===== src/rtl/if_stage_if.sv =====
// ---------------------------------------------------------------------------
// if_stage_if
// Bundles the two handshaked buses of the instruction fetch stage:
//   - instruction memory bus (req/gnt/rvalid)
//       imem_req_o     fetch request
//       imem_addr_o    word-aligned fetch address
//       imem_gnt_i     request accepted this cycle
//       imem_rvalid_i  response valid, returned in request order
//       imem_rdata_i   response instruction
//   - decode bus (valid/ready)
//       valid_o        instr_o/pc_o hold a valid instruction
//       ready_i        decode accepts this cycle
//       instr_o        instruction to decode
//       pc_o           PC of instr_o
// Signal names carry the direction as seen from the fetch stage.
// Modports:
//   master : fetch stage side
//   slave  : environment side (memory + decode)
// ---------------------------------------------------------------------------
interface if_stage_if;
    logic        imem_req_o;
    logic [31:0] imem_addr_o;
    logic        imem_gnt_i;
    logic        imem_rvalid_i;
    logic [31:0] imem_rdata_i;
    logic        valid_o;
    logic        ready_i;
    logic [31:0] instr_o;
    logic [31:0] pc_o;

    modport master (
        output imem_req_o,
        output imem_addr_o,
        input  imem_gnt_i,
        input  imem_rvalid_i,
        input  imem_rdata_i,
        output valid_o,
        input  ready_i,
        output instr_o,
        output pc_o
    );

    modport slave (
        input  imem_req_o,
        input  imem_addr_o,
        output imem_gnt_i,
        output imem_rvalid_i,
        output imem_rdata_i,
        input  valid_o,
        output ready_i,
        input  instr_o,
        input  pc_o
    );
endinterface


===== src/rtl/if_stage.sv =====
// ---------------------------------------------------------------------------
// if_stage
// Instruction fetch stage. Owns the fetch PC, issues requests to instruction
// memory, buffers returned instructions in a small FIFO and hands them to
// decode. Redirects from later stages flush the buffer and squash responses
// that are still in flight.
//
// Ports:
//   clk            clock, rising edge
//   rst_n          asynchronous active-low reset
//   redirect_i     flush and restart fetch at redirect_pc_i
//   redirect_pc_i  new fetch address (must be word aligned)
//   error_o        sticky misaligned-redirect error
//   fetch_bus      if_stage_if.master (imem req/gnt/rvalid + decode valid/ready)
//
// Handshakes:
//   imem:   a request transfers on a cycle where imem_req_o && imem_gnt_i;
//           while not granted, imem_req_o/imem_addr_o hold unless a redirect
//           occurs. imem_rvalid_i returns one response per granted request,
//           in request order.
//   decode: an instruction transfers on a cycle where valid_o && ready_i;
//           instr_o/pc_o are stable while valid_o is high and not accepted,
//           unless a redirect flushes them.
//
// Build option:
//   IF_STAGE_BYPASS_EN  when defined, a response arriving at an empty buffer
//                       with nothing to discard is forwarded to decode in the
//                       same cycle (zero-cycle latency).
// ---------------------------------------------------------------------------
module if_stage #(
    parameter logic [31:0] RESET_PC   = 32'h0000_0000,
    parameter int          FIFO_DEPTH = 2,
    parameter logic [31:0] NOP_INSTR  = 32'h0000_0013
) (
    input  logic              clk,
    input  logic              rst_n,
    input  logic              redirect_i,
    input  logic [31:0]       redirect_pc_i,
    output logic              error_o,
    if_stage_if.master        fetch_bus
);

    localparam int                PTR_W   = $clog2(FIFO_DEPTH);
    localparam int                CNT_W   = PTR_W + 1;
    localparam logic [CNT_W:0]    DEPTH_C = (CNT_W + 1)'(FIFO_DEPTH);

    // Architectural state
    logic [31:0]      pc_q, pc_d;
    logic             error_q, error_d;
    logic [CNT_W-1:0] count_q, count_d;        // buffer occupancy
    logic [CNT_W-1:0] outstanding_q, outstanding_d;
    logic [CNT_W-1:0] discard_q, discard_d;    // in-flight responses to drop
    logic [PTR_W-1:0] wr_ptr_q, wr_ptr_d;
    logic [PTR_W-1:0] rd_ptr_q, rd_ptr_d;
    logic [PTR_W-1:0] tag_wr_q, tag_wr_d;
    logic [PTR_W-1:0] tag_rd_q, tag_rd_d;

    // Storage (data only, no reset needed: qualified by count/outstanding)
    logic [31:0] instr_mem_q [FIFO_DEPTH];
    logic [31:0] pc_mem_q    [FIFO_DEPTH];
    logic [31:0] tag_mem_q   [FIFO_DEPTH];     // PC of each outstanding request

    logic [CNT_W:0] credit_used;
    logic           req;
    logic           gnt_fire;
    logic           rsp_fire;
    logic           fifo_valid;
    logic           fifo_pop;
    logic           push;
    logic           bypass;
    logic [31:0]    rsp_pc;

    // Buffer slots plus outstanding requests never exceed FIFO_DEPTH, so
    // every response always has a slot waiting for it. Request is held low
    // while in reset so the bus sees a quiet fetch stage.
    assign credit_used = {1'b0, count_q} + {1'b0, outstanding_q};
    assign req         = rst_n && !error_q && (credit_used < DEPTH_C);
    assign gnt_fire    = req && fetch_bus.imem_gnt_i;
    // A response with nothing outstanding is a protocol violation; ignore it.
    assign rsp_fire    = fetch_bus.imem_rvalid_i && (outstanding_q != '0);
    assign rsp_pc      = tag_mem_q[tag_rd_q];
    assign fifo_valid  = (count_q != '0);
    assign fifo_pop    = fifo_valid && fetch_bus.ready_i;

`ifdef IF_STAGE_BYPASS_EN
    // Forward only a response that would otherwise be pushed into an empty
    // buffer; a response in a redirect cycle belongs to the old stream.
    assign bypass = !fifo_valid && (discard_q == '0) && rsp_fire && !redirect_i;
`else
    assign bypass = 1'b0;
`endif

    assign push = rsp_fire && !redirect_i && (discard_q == '0) &&
                  !(bypass && fetch_bus.ready_i);

    // Next-state logic
    always_comb begin
        pc_d          = pc_q;
        error_d       = error_q;
        count_d       = count_q;
        discard_d     = discard_q;
        wr_ptr_d      = wr_ptr_q;
        rd_ptr_d      = rd_ptr_q;
        tag_wr_d      = tag_wr_q;
        tag_rd_d      = tag_rd_q;
        outstanding_d = outstanding_q + CNT_W'(gnt_fire) - CNT_W'(rsp_fire);

        if (gnt_fire) begin
            pc_d     = pc_q + 32'd4;
            tag_wr_d = tag_wr_q + PTR_W'(1);
        end
        if (rsp_fire) begin
            tag_rd_d = tag_rd_q + PTR_W'(1);
        end

        if (redirect_i) begin
            // Everything still in flight after this cycle's accounting
            // belongs to the old stream and is dropped as it returns.
            pc_d      = redirect_pc_i;
            count_d   = '0;
            wr_ptr_d  = '0;
            rd_ptr_d  = '0;
            discard_d = outstanding_d;
            if (redirect_pc_i[1:0] != 2'b00) begin
                error_d = 1'b1;
            end
        end else begin
            if (rsp_fire && (discard_q != '0)) begin
                discard_d = discard_q - CNT_W'(1);
            end
            if (push) begin
                wr_ptr_d = wr_ptr_q + PTR_W'(1);
            end
            if (fifo_pop) begin
                rd_ptr_d = rd_ptr_q + PTR_W'(1);
            end
            count_d = count_q + CNT_W'(push) - CNT_W'(fifo_pop);
        end
    end

    always_ff @(posedge clk or negedge rst_n) begin
        if (!rst_n) begin
            pc_q          <= RESET_PC;
            error_q       <= 1'b0;
            count_q       <= '0;
            outstanding_q <= '0;
            discard_q     <= '0;
            wr_ptr_q      <= '0;
            rd_ptr_q      <= '0;
            tag_wr_q      <= '0;
            tag_rd_q      <= '0;
        end else begin
            pc_q          <= pc_d;
            error_q       <= error_d;
            count_q       <= count_d;
            outstanding_q <= outstanding_d;
            discard_q     <= discard_d;
            wr_ptr_q      <= wr_ptr_d;
            rd_ptr_q      <= rd_ptr_d;
            tag_wr_q      <= tag_wr_d;
            tag_rd_q      <= tag_rd_d;
        end
    end

    always_ff @(posedge clk) begin
        if (gnt_fire) begin
            tag_mem_q[tag_wr_q] <= pc_q;
        end
        if (push) begin
            instr_mem_q[wr_ptr_q] <= fetch_bus.imem_rdata_i;
            pc_mem_q[wr_ptr_q]    <= rsp_pc;
        end
    end

    // Outputs
    assign fetch_bus.imem_req_o  = req;
    assign fetch_bus.imem_addr_o = pc_q;
    assign error_o               = error_q;

    always_comb begin
        fetch_bus.valid_o = fifo_valid || bypass;
        fetch_bus.instr_o = NOP_INSTR;
        fetch_bus.pc_o    = RESET_PC;
        if (fifo_valid) begin
            fetch_bus.instr_o = instr_mem_q[rd_ptr_q];
            fetch_bus.pc_o    = pc_mem_q[rd_ptr_q];
        end else if (bypass) begin
            fetch_bus.instr_o = fetch_bus.imem_rdata_i;
            fetch_bus.pc_o    = rsp_pc;
        end
    end

endmodule


===== src/flat_wrapper.sv =====
// flat-port wrapper written by rule: the top's interface ports become plain ports
module if_stage_flat 
#(
    parameter logic [31:0] RESET_PC   = 32'h0000_0000,
    parameter int          FIFO_DEPTH = 2,
    parameter logic [31:0] NOP_INSTR  = 32'h0000_0013
)
  (clk, rst_n, redirect_i, redirect_pc_i, error_o, fetch_bus_imem_req_o, fetch_bus_imem_addr_o, fetch_bus_imem_gnt_i, fetch_bus_imem_rvalid_i, fetch_bus_imem_rdata_i, fetch_bus_valid_o, fetch_bus_ready_i, fetch_bus_instr_o, fetch_bus_pc_o);
  if_stage_if fetch_bus_i ();
  input  logic clk;
  input  logic rst_n;
  input  logic redirect_i;
  input  logic [31:0] redirect_pc_i;
  output logic error_o;
  output wire logic [$bits(fetch_bus_i.imem_req_o)-1:0] fetch_bus_imem_req_o;
  output wire logic [$bits(fetch_bus_i.imem_addr_o)-1:0] fetch_bus_imem_addr_o;
  input wire logic [$bits(fetch_bus_i.imem_gnt_i)-1:0] fetch_bus_imem_gnt_i;
  input wire logic [$bits(fetch_bus_i.imem_rvalid_i)-1:0] fetch_bus_imem_rvalid_i;
  input wire logic [$bits(fetch_bus_i.imem_rdata_i)-1:0] fetch_bus_imem_rdata_i;
  output wire logic [$bits(fetch_bus_i.valid_o)-1:0] fetch_bus_valid_o;
  input wire logic [$bits(fetch_bus_i.ready_i)-1:0] fetch_bus_ready_i;
  output wire logic [$bits(fetch_bus_i.instr_o)-1:0] fetch_bus_instr_o;
  output wire logic [$bits(fetch_bus_i.pc_o)-1:0] fetch_bus_pc_o;
  assign fetch_bus_imem_req_o = fetch_bus_i.imem_req_o;
  assign fetch_bus_imem_addr_o = fetch_bus_i.imem_addr_o;
  assign fetch_bus_i.imem_gnt_i = fetch_bus_imem_gnt_i;
  assign fetch_bus_i.imem_rvalid_i = fetch_bus_imem_rvalid_i;
  assign fetch_bus_i.imem_rdata_i = fetch_bus_imem_rdata_i;
  assign fetch_bus_valid_o = fetch_bus_i.valid_o;
  assign fetch_bus_i.ready_i = fetch_bus_ready_i;
  assign fetch_bus_instr_o = fetch_bus_i.instr_o;
  assign fetch_bus_pc_o = fetch_bus_i.pc_o;
  if_stage #(.RESET_PC(RESET_PC), .FIFO_DEPTH(FIFO_DEPTH), .NOP_INSTR(NOP_INSTR)) u_core (.clk(clk), .rst_n(rst_n), .redirect_i(redirect_i), .redirect_pc_i(redirect_pc_i), .error_o(error_o), .fetch_bus(fetch_bus_i));
endmodule

===== config.mk =====
export PLATFORM = sky130hd
export DESIGN_NAME = if_stage_flat
export DESIGN_NICKNAME = d
export VERILOG_FILES = /design/src/rtl/if_stage_if.sv /design/src/rtl/if_stage.sv /design/src/flat_wrapper.sv
export SDC_FILE = /design/constraint.sdc
export NUM_CORES = 1
export LEC_CHECK = 0
export CAP_MARGIN = 20
export CORE_MARGIN = 1.5
export CORE_UTILIZATION = 43
export CTS_BUF_LIST = sky130_fd_sc_hd__clkbuf_8 sky130_fd_sc_hd__clkbuf_16
export DETAILED_ROUTE_END_ITERATION = 7
export PLACE_DENSITY = 0.79
export SLEW_MARGIN = 20
export SYNTH_ARGS = -nofsm -noshare
export SYNTH_HDL_FRONTEND = slang
export SYNTH_SLANG_ARGS = --single-unit

===== constraint.sdc =====
create_clock -name clk -period 7.3 [get_ports clk]
set_input_delay 1.46 -clock clk [delete_from_list [all_inputs] [get_ports clk]]
set_output_delay 1.46 -clock clk [all_outputs]
set_load 0.03 [all_outputs]

# ---- After elaboration in Yosys (flattened, before gate mapping)
# Memory sizes are Yosys's and may differ from the RTL's.
# Index checks and enable logic that the tools add are counted.
dict set report totals {
  regBits 43
  ramBits 192
  input_bits 70
  out_inout_bits 99
  elab_cells 59
  mem_count 3
}
# memory words width read_ports rd_clocked_by_memory_dff wr line
set memory_table {}
lappend memory_table {u_core.instr_mem_q 2 32 1 0 1 if_stage.sv:59} ;# logic [31:0] instr_mem_q [FIFO_DEPTH];
lappend memory_table {u_core.pc_mem_q 2 32 1 0 1 if_stage.sv:60} ;# logic [31:0] pc_mem_q [FIFO_DEPTH];
lappend memory_table {u_core.tag_mem_q 2 32 1 0 1 if_stage.sv:61} ;# logic [31:0] tag_mem_q [FIFO_DEPTH];
dict set report classes {
  add_sub_neg 11
  order_cmp 1
  n_mux 15
  reduce_logical 20
}
# cell count
set op_table {}
lappend op_table {{$mux W32} 4}
lappend op_table {{$add A32 B3 Y32 const B} 1}
lappend op_table {{$reduce_bool A2 Y1} 8}
lappend op_table {{$logic_and A1 B1 Y1} 8}
lappend op_table {{$mux W1} 8}
lappend op_table {{$mux W2} 3}
lappend op_table {{$add A1 B1 Y1 const B} 4}
lappend op_table {{$add A2 B1 Y2} 2}
lappend op_table {{$sub A2 B1 Y2} 2}
lappend op_table {{$add A2 B2 Y3} 1}
lappend op_table {{$lt A3 B2 Y1 const B} 1}
lappend op_table {{$logic_not A1 Y1} 2}
lappend op_table {{$logic_not A2 Y1} 1}
lappend op_table {{$reduce_and A2 Y1} 1}
lappend op_table {{$sub A2 B1 Y2 const B} 1}

# ---- Longest topological paths before layout
# Gate-level depths: netlist (run 1).
dict set report depth {
  ltp_word 7
  ltp_mapped 13
  mapped_depth_nobuf 12
}

# ---- Worst setup path after synthesis (run 1)
# No wires, ideal clock.
dict set report synth_timing {
  kind {input-to-reg}
  startpoint {in redirect_i}
  endpoint {mem u_core.instr_mem_q[0][0] (enable)}
  setup_ns 0.565
  arrival_ns 6.222
  required_time_ns 6.735
  slack_ns 0.512
  cell_stages 3
  path_buffers 2
  path_cell_list {clkbuf_1 -> clkbuf_1 -> nor3_1}
}
dict set report synth_between {
  elab_chain_len 5
}
# item line
set synth_lines {}
lappend synth_lines {{from (decl)} flat_wrapper.sv:12} ;# input logic redirect_i;
lappend synth_lines {{$logic_not A1 Y1} if_stage.sv:93} ;# assign push = rsp_fire && !redirect_i && (discard_q == '0) &&
lappend synth_lines {{$logic_and A1 B1 Y1 (2 in a row)} if_stage.sv:93}
lappend synth_lines {{$mux W1} if_stage.sv:169} ;# if (push) begin
lappend synth_lines {{$mux W1 (not written as such)} if_stage.sv:170} ;# instr_mem_q[wr_ptr_q] <= fetch_bus.imem_rdata_i;
lappend synth_lines {{to (decl)} if_stage.sv:59}
# Every way passes these cells.

# ---- Worst setup path in the final report (run 1)
dict set report layout_timing {
  startpoint {in rst_n}
  endpoint {out fetch_bus_imem_req_o}
}
dict set report layout_between {
  elab_chain_len 2
}
# item line
set layout_lines {}
lappend layout_lines {{from (decl)} flat_wrapper.sv:11} ;# input logic rst_n;
lappend layout_lines {{$logic_and A1 B1 Y1 (2 in a row)} if_stage.sv:77} ;# assign req = rst_n && !error_q && (credit_used < DEPTH_C);
lappend layout_lines {{to (decl)} flat_wrapper.sv:15} ;# output wire logic [$bits(fetch_bus_i.imem_req_o)-1:0] fetch_bus_imem_req_o;
# Every way passes these cells.

==> out/summary.txt, run 1 <==
Wire length reported by the detailed router = 19.4 mm
Number of cells on the worst hold path = 1
Final antenna diode count = 0
First element of the critical path = rst_n
Minimum clock period after layout = 4.95 ns
Io pins = 169
Final slew viol count = 0
Skew-Pair Late Insertion Delay = 0.52 ns
Count of vias placed by the detailed router = 5499
Transition time at the pin with the least slew margin = 1.02 ns
Worst max-slew margin expressed relative to the limit = 32.1%
Half-perimeter wire length after detailed placement = 12.8 mm
Most common library cell in the layout ignoring fill and taps = edfxtp_1
Clock slew at the register clock pins of the worst setup and hold paths = 0.06 ns
Count of buffers inserted at the top-level ports = 168
Post-route cell area = 12200 um^2
Post-cts gate resize count = 0
Critical Path Fanout Max = 44
Largest net degree at the start of global routing = 72
CTS tree = yes
Number of sinks handled by clock tree synthesis = 235
Avg Inst Size Synth = 15.1 um^2
Antenna Violating Nets Remaining = 0
Root Buffer = clkbuf_16
Total global-route track usage = 17.1%
Endpoint of the worst hold-timing path = u_core.error_o$_DFFE_PN0P_
Count of TritonRoute iterations in the first routing pass = 4
Die height = 151 um
Residual DRC = 0
Initial cell density of the core = 43.5%
Static leakage power = 4.24 nW
Standard-cell row count = 54
First DRT Iteration DRCs = 327
Detailed-route wire length per cell = 17.7 um
Post-CTS repair timing setup buffer count = 0
Commonest cells after routing, fill and taps aside = edfxtp_1, clkdlybuf4s50_1, nor2_1, mux2i_1
Sequential element share of the synthesized area = 72.5%
Hold path startpoint = u_core.error_o$_DFFE_PN0P_
Width of the die = 151 um
FF-to-FF End = u_core.tag_mem_q[0][27]$_DFFE_PP_
Maximum frequency from static timing analysis = 202 MHz
Worst Path Arrival = 3.49 ns
Number of unique standard cell types used by synthesis = 30
Fraction of post-synthesis cell area in the top cell type by area = 61.1%
Vias per cell = 5.02
Final number of setup-violating endpoints = 0
Worst Clk Skew = 0.0116 ns
Capturing element type of the critical path = output port
Class of the most critical setup path = input pin to output port
Summed instance area of the synthesized netlist = 9430 um^2
Layout Cells excl Fill = 1096
Origin of the critical flop-to-flop path = u_core.count_q[0]$_DFF_PN0_
Cell types with the largest area share after synthesis = edfxtp_1, dfrtp_1, mux2i_1
Total die area = 22800 um^2
Setup total negative slack = 0 ns
Total Power = 4.15 mW
Type of origin of the critical path = input pin
Placed Instances = 1050
First-pass GRT wire length = 29.9 mm
Core region area = 21700 um^2
PwrDens = 340 nW/um^2
Maximum vdd drop = 191 uV
Total overflow reported by the global router = 0
Final weighted congestion in routability-driven placement = 0.768
Proportion of synthesized flip-flops having asynchronous set or reset = 18.3%
Via count of the first global-routing pass = 5531
Maximum buffer depth of the clock tree = 3
Post-synthesis sequential element count = 235
Minimum setup slack among reg-to-reg paths = 4.02 ns
Fraction of layout instances using a drive strength above 1 = 11.4%
Layout Nets = 874
Number of cell instances on the worst register-to-register path = 7
Area post-placement = 11400 um^2
Number of warning messages in the yosys log = 0
Cells after Synth = 623
Unrepaired setup endpoints after global routing = no
Biggest area consumer among synthesized cells = edfxtp_1
Number of failing hold endpoints at the final stage = 0
Deepest level of the CTS H-tree = 1
Count of flip-flops with a built-in enable after synthesis = 192
Total CTS buffers = 25
Dominant synthesized flop cell = edfxtp_1
Layout Area Growth over Synthesis = 29.5%
Min-delay worst type = flop to flop
Antenna violations before repair = 0
# Max-Cap Violations = 0
Hold-fix buffers at CTS = 0
CP required = 5.84 ns
Result of the run = completed
Share of the cycle needed by the critical path after routing = 67.8%
Nets in the synthesized netlist = 700
[stage by stage]
step	utilization (%)	hold slack, ns	setup slack (ns)
final	56.3	0.523	2.35
after global routing	56.3	0.554	2.18
after CTS	56.3	0.525	2.31
after detailed placement	52.7	0.508	2.31
after global placement	52.7	0.500	2.36
after floorplan	-	0.461	0.512
[metal layers]
metal | global-route usage (%) | vias to the layer above | wire (um)
met2 | 30.1 | 199 | 9660
li1 | - | 2619 | -
met1 | 21.2 | 2645 | 8020
met5 | 0 | - | 0
met4 | 5.53 | 0 | 447
met3 | 3.43 | 36 | 1300
[cell type report]
type | instances | area, um^2
Sequential cell | 235 | 6850
Tap cell | 280 | 350
Multi-Input combinational cell | 345 | 2450
Timing Repair Buffer | 176 | 1730
Clock buffer | 30 | 706
Inverter | 14 | 52.6
Fill cell | 1711 | 9470
Clock inverter | 16 | 81.3
[power breakdown]
| part | internal (mW) | switching (mW) | total (mW) |
|---|---|---|---|
| registers | 1.58 | 0.106 | 1.69 |
| clock network | 0.686 | 0.490 | 1.18 |
| logic | 0.543 | 0.741 | 1.28 |
[synthesized netlist by cell type, types with 2 or more instances]
cell      instances
xnor2_1          16
nor3_1            3
nor2_1           71
and3_1           10
buf_1             3
inv_1            14
nor2b_1           2
and2_1            5
nand2_1          42
nand4_1          14
clkbuf_1         23
buf_2             3
and4_1            2
edfxtp_1        192
mux2_2           37
dfrtp_1          43
ha_1              6
nand3_1          10
xor2_1           21
mux2i_1          65
nor4_1            2
o21ai_0          31
[registers in the layout (all words and copies together) (netlist names)]
name	cells
u_core.instr_mem_q	64
u_core.pc_mem_q	64
u_core.tag_mem_q	64
u_core.fetch_bus.imem_addr_o	32
u_core.count_q	2
u_core.discard_q	2
u_core.outstanding_q	2
u_core.error_o	1
u_core.rd_ptr_q	1
u_core.tag_rd_q	1
u_core.tag_wr_q	1
u_core.wr_ptr_q	1
[cells by family (layout without fill, tap and decap cells)]
| family | count (synthesis) | count (layout) | synth area share [%] |
|---|---|---|---|
| buffers and inverters | 43 | 236 | 1.75 |
| DFF | 235 | 235 | 72.5 |
| AOI/OAI and AO/OA | 32 | 32 | 1.72 |
| and+or+nand+nor | 167 | 167 | 8.23 |
| xor gates and xnor gates | 37 | 37 | 3.44 |
| adders and majority gates | 7 | 7 | 1.01 |
| muxes | 102 | 102 | 11.3 |
[worst max path at each step]
| stage | slack, ns | end |
|---|---|---|
| 2_1_floorplan | 0.51 | u_core.instr_mem_q[0][0]$_DFFE_PP_ |
| 3_3_place_gp | 2.36 | fetch_bus_imem_req_o |
| 3_5_place_dp | 2.31 | fetch_bus_imem_req_o |
| 4_1_cts | 2.31 | fetch_bus_imem_req_o |
| 5_1_grt | 2.18 | fetch_bus_imem_req_o |
| 6_report | 2.35 | fetch_bus_imem_req_o |
[critical path: stages]
cell,delay (ns)
buf_2,0.07
buf_4,0.45
or4b_1,0.63
inv_1,0.15
clkdlybuf4s50_1,0.70
No activity file was read; power rests on OpenSTA's default activity.
==> run 2: changes to the inputs <==
clock period = 4.65 ns   (was 7.3 ns; I/O delays follow)
==> run 2 against run 1 <==
Compared with the run above: clock-buffer cell count is 4 lower; global-route usage is 0.21 points lower; clock power up 51%; register-to-register slack worse by 2.6 ns; combinational power up 60%; first-iteration DRC count decreased by 0.92%; worst setup slack worse by 1.7 ns; cell count is essentially flat; design area about the same; critical path type is now flop to output port; critical endpoint unchanged.
==> out/summary.txt, run 2 (synthesis gave the netlist of run 1 again) <==
Number of cell instances on the worst register-to-register path = 8
Number of cells on the worst hold path = 1
Fillers = 1693
Via count of the first global-routing pass = 5367
Post-place setup slack = 1.23 ns
Final antenna diode count = 0
Antenna Violating Nets Remaining = 0
Width of the die = 151 um
Switching power = 2.09 mW
Initial cell density of the core = 43.5%
Final Worst Setup Slack = 0.687 ns
Worst Clk Skew = 0.00814 ns
Endpoint of the worst hold-timing path = u_core.error_o$_DFFE_PN0P_
Minimum clock period after layout = 3.96 ns
Final weighted congestion in routability-driven placement = 0.790
Maximum buffer depth of the clock tree = 3
Origin of the critical flop-to-flop path = u_core.count_q[0]$_DFF_PN0_
Result of the run = completed
Final cell utilization of the core = 56.3%
Hold-fix buffers at CTS = 0
Number of failing hold endpoints at the final stage = 0
Hold path startpoint = u_core.error_o$_DFFE_PN0P_
Commonest cells after routing, fill and taps aside = edfxtp_1, clkdlybuf4s50_1, nor2_1, mux2i_1
Root Buffer = clkbuf_16
Transition time at the pin with the least slew margin = 0.972 ns
Registers with the highest flip-flop counts = u_core.instr_mem_q (64), u_core.pc_mem_q (64), u_core.tag_mem_q (64)
# Max-Cap Violations = 0
Clock power frac = 27.4%
Total global-route track usage = 16.9%
Final slew viol count = 0
CP required = 3.72 ns
Die height = 151 um
Maximum frequency from static timing analysis = 252 MHz
Half-perimeter wire length after detailed placement = 12.6 mm
Class of the most critical setup path = flop to output port
Combinational fraction of design power = 31.6%
Type of origin of the critical path = flop
Core region area = 21700 um^2
Deepest level of the CTS H-tree = 1
Total overflow reported by the global router = 0
Total CTS buffers = 24
Worst max-slew margin expressed relative to the limit = 35.2%
Final number of setup-violating endpoints = 0
Largest net degree at the start of global routing = 65
FF-to-FF End = u_core.fetch_bus.imem_addr_o[30]$_DFFE_PN0P_
Minimum setup slack among reg-to-reg paths = 1.40 ns
Worst Path Arrival = 3.03 ns
Critical Path Fanout Max = 5
PwrDens = 532 nW/um^2
Vias per cell = 5.01
Post-cts gate resize count = 0
Static leakage power = 4.25 nW
Cell-internal power = 4.40 mW
Most common library cell in the layout ignoring fill and taps = edfxtp_1
First DRT Iteration DRCs = 324
Maximum vdd drop = 277 uV
Layout Nets = 874
Min-delay worst type = flop to flop
First-pass GRT wire length = 29.2 mm
Setup total negative slack = 0 ns
Layout Area Growth over Synthesis = 29.5%
Area taken by multi-input logic gates = 2450 um^2
Post-CTS repair timing setup buffer count = 0
Io pins = 169
Total Power = 6.49 mW
Number of sinks handled by clock tree synthesis = 235
Share of the cycle needed by the critical path after routing = 85.2%
Clock slew at the register clock pins of the worst setup and hold paths = 0.06 ns
Wire length reported by the detailed router = 19.7 mm
Unrepaired setup endpoints after global routing = no
Detailed-route wire length per cell = 17.9 um
Count of vias placed by the detailed router = 5485
Skew-Pair Late Insertion Delay = 0.50 ns
Total die area = 22800 um^2
Residual DRC = 0
Capturing element type of the critical path = output port
CTS tree = yes
Switching power share of the total = 32.2%
Fraction of layout instances using a drive strength above 1 = 10.7%
Standard-cell row count = 54
Fraction of power consumed by sequential logic = 41.0%
Count of buffers inserted at the top-level ports = 168
Antenna violations before repair = 0
Register cell area after layout = 6850 um^2
Count of TritonRoute iterations in the first routing pass = 4
run 2: area by class of cell:
cell class              count  area share (%)
flip-flops and latches    235            56.1
multi-input cells         345            20.1
repair buffers            177            14.4
clock buffers              26            5.24
well taps                 280            2.87
clock inverters            18           0.861
inverters                  14           0.430
run 2: how the worst max path moves through the flow:
stage | startpoint | to | slack (ns) | cells past startpoint
CTS | u_core.count_q[0]$_DFF_PN0_ | fetch_bus_imem_req_o | 0.66 | 6
detailed placement | u_core.count_q[0]$_DFF_PN0_ | fetch_bus_imem_req_o | 1.23 | 6
floorplan | redirect_i | u_core.instr_mem_q[0][0]$_DFFE_PP_ | 0.35 | 3
global placement | u_core.count_q[0]$_DFF_PN0_ | fetch_bus_imem_req_o | 1.25 | 6
finish | u_core.count_q[0]$_DFF_PN0_ | fetch_bus_imem_req_o | 0.69 | 6
global route | u_core.count_q[0]$_DFF_PN0_ | fetch_bus_imem_req_o | 0.60 | 6
run 2: per-layer routing:
| metal | routed length (um) | vias up | share of wire (%) | GRT usage, % |
|---|---|---|---|---|
| li1 | - | 2619 | - | - |
| met1 | 8080 | 2658 | 41 | 20.9 |
| met2 | 9790 | 172 | 50 | 29.2 |
| met3 | 1320 | 36 | 6.7 | 4.31 |
| met4 | 462 | 0 | 2.4 | 5.39 |
| met5 | 0 | - | 0 | 0 |
run 2: worst max-delay path, stage by stage, from the launching register on:
cell and delay (ns):
dfrtp_1 0.40, inv_1 0.07, nor2_1 0.13, fa_1 0.42, or4b_1 0.68, inv_1 0.15
clkdlybuf4s50_1 0.68
run 2: power groups by stage:
| stage | registers [mW] | clock network, mW | logic, mW |
|---|---|---|---|
| finish | 2.66 | 1.78 | 2.05 |
| global route | 2.68 | 1.90 | 2.20 |
| CTS | 2.66 | 1.83 | 2.08 |
| detailed placement | 2.71 | 0 | 2.07 |
| global placement | 2.70 | 0 | 2.05 |
| floorplan | 2.65 | 0 | 1.27 |
run 2: stage by stage:
step | hold slack [ns] | cells | area [um^2]
floorplan | 0.461 | 623 | 9440
global placement | 0.494 | 1051 | 11500
detailed placement | 0.492 | 1051 | 11500
CTS | 0.512 | 1095 | 12200
global route | 0.545 | 1095 | 12200
finish | 0.504 | 1095 | 12200
==> run 3: changes to the inputs <==
CAP_MARGIN = 0   (was 20)
==> results of run 3 <==
Same layout as run 2: the final DEF is identical, and so are final timing and power.
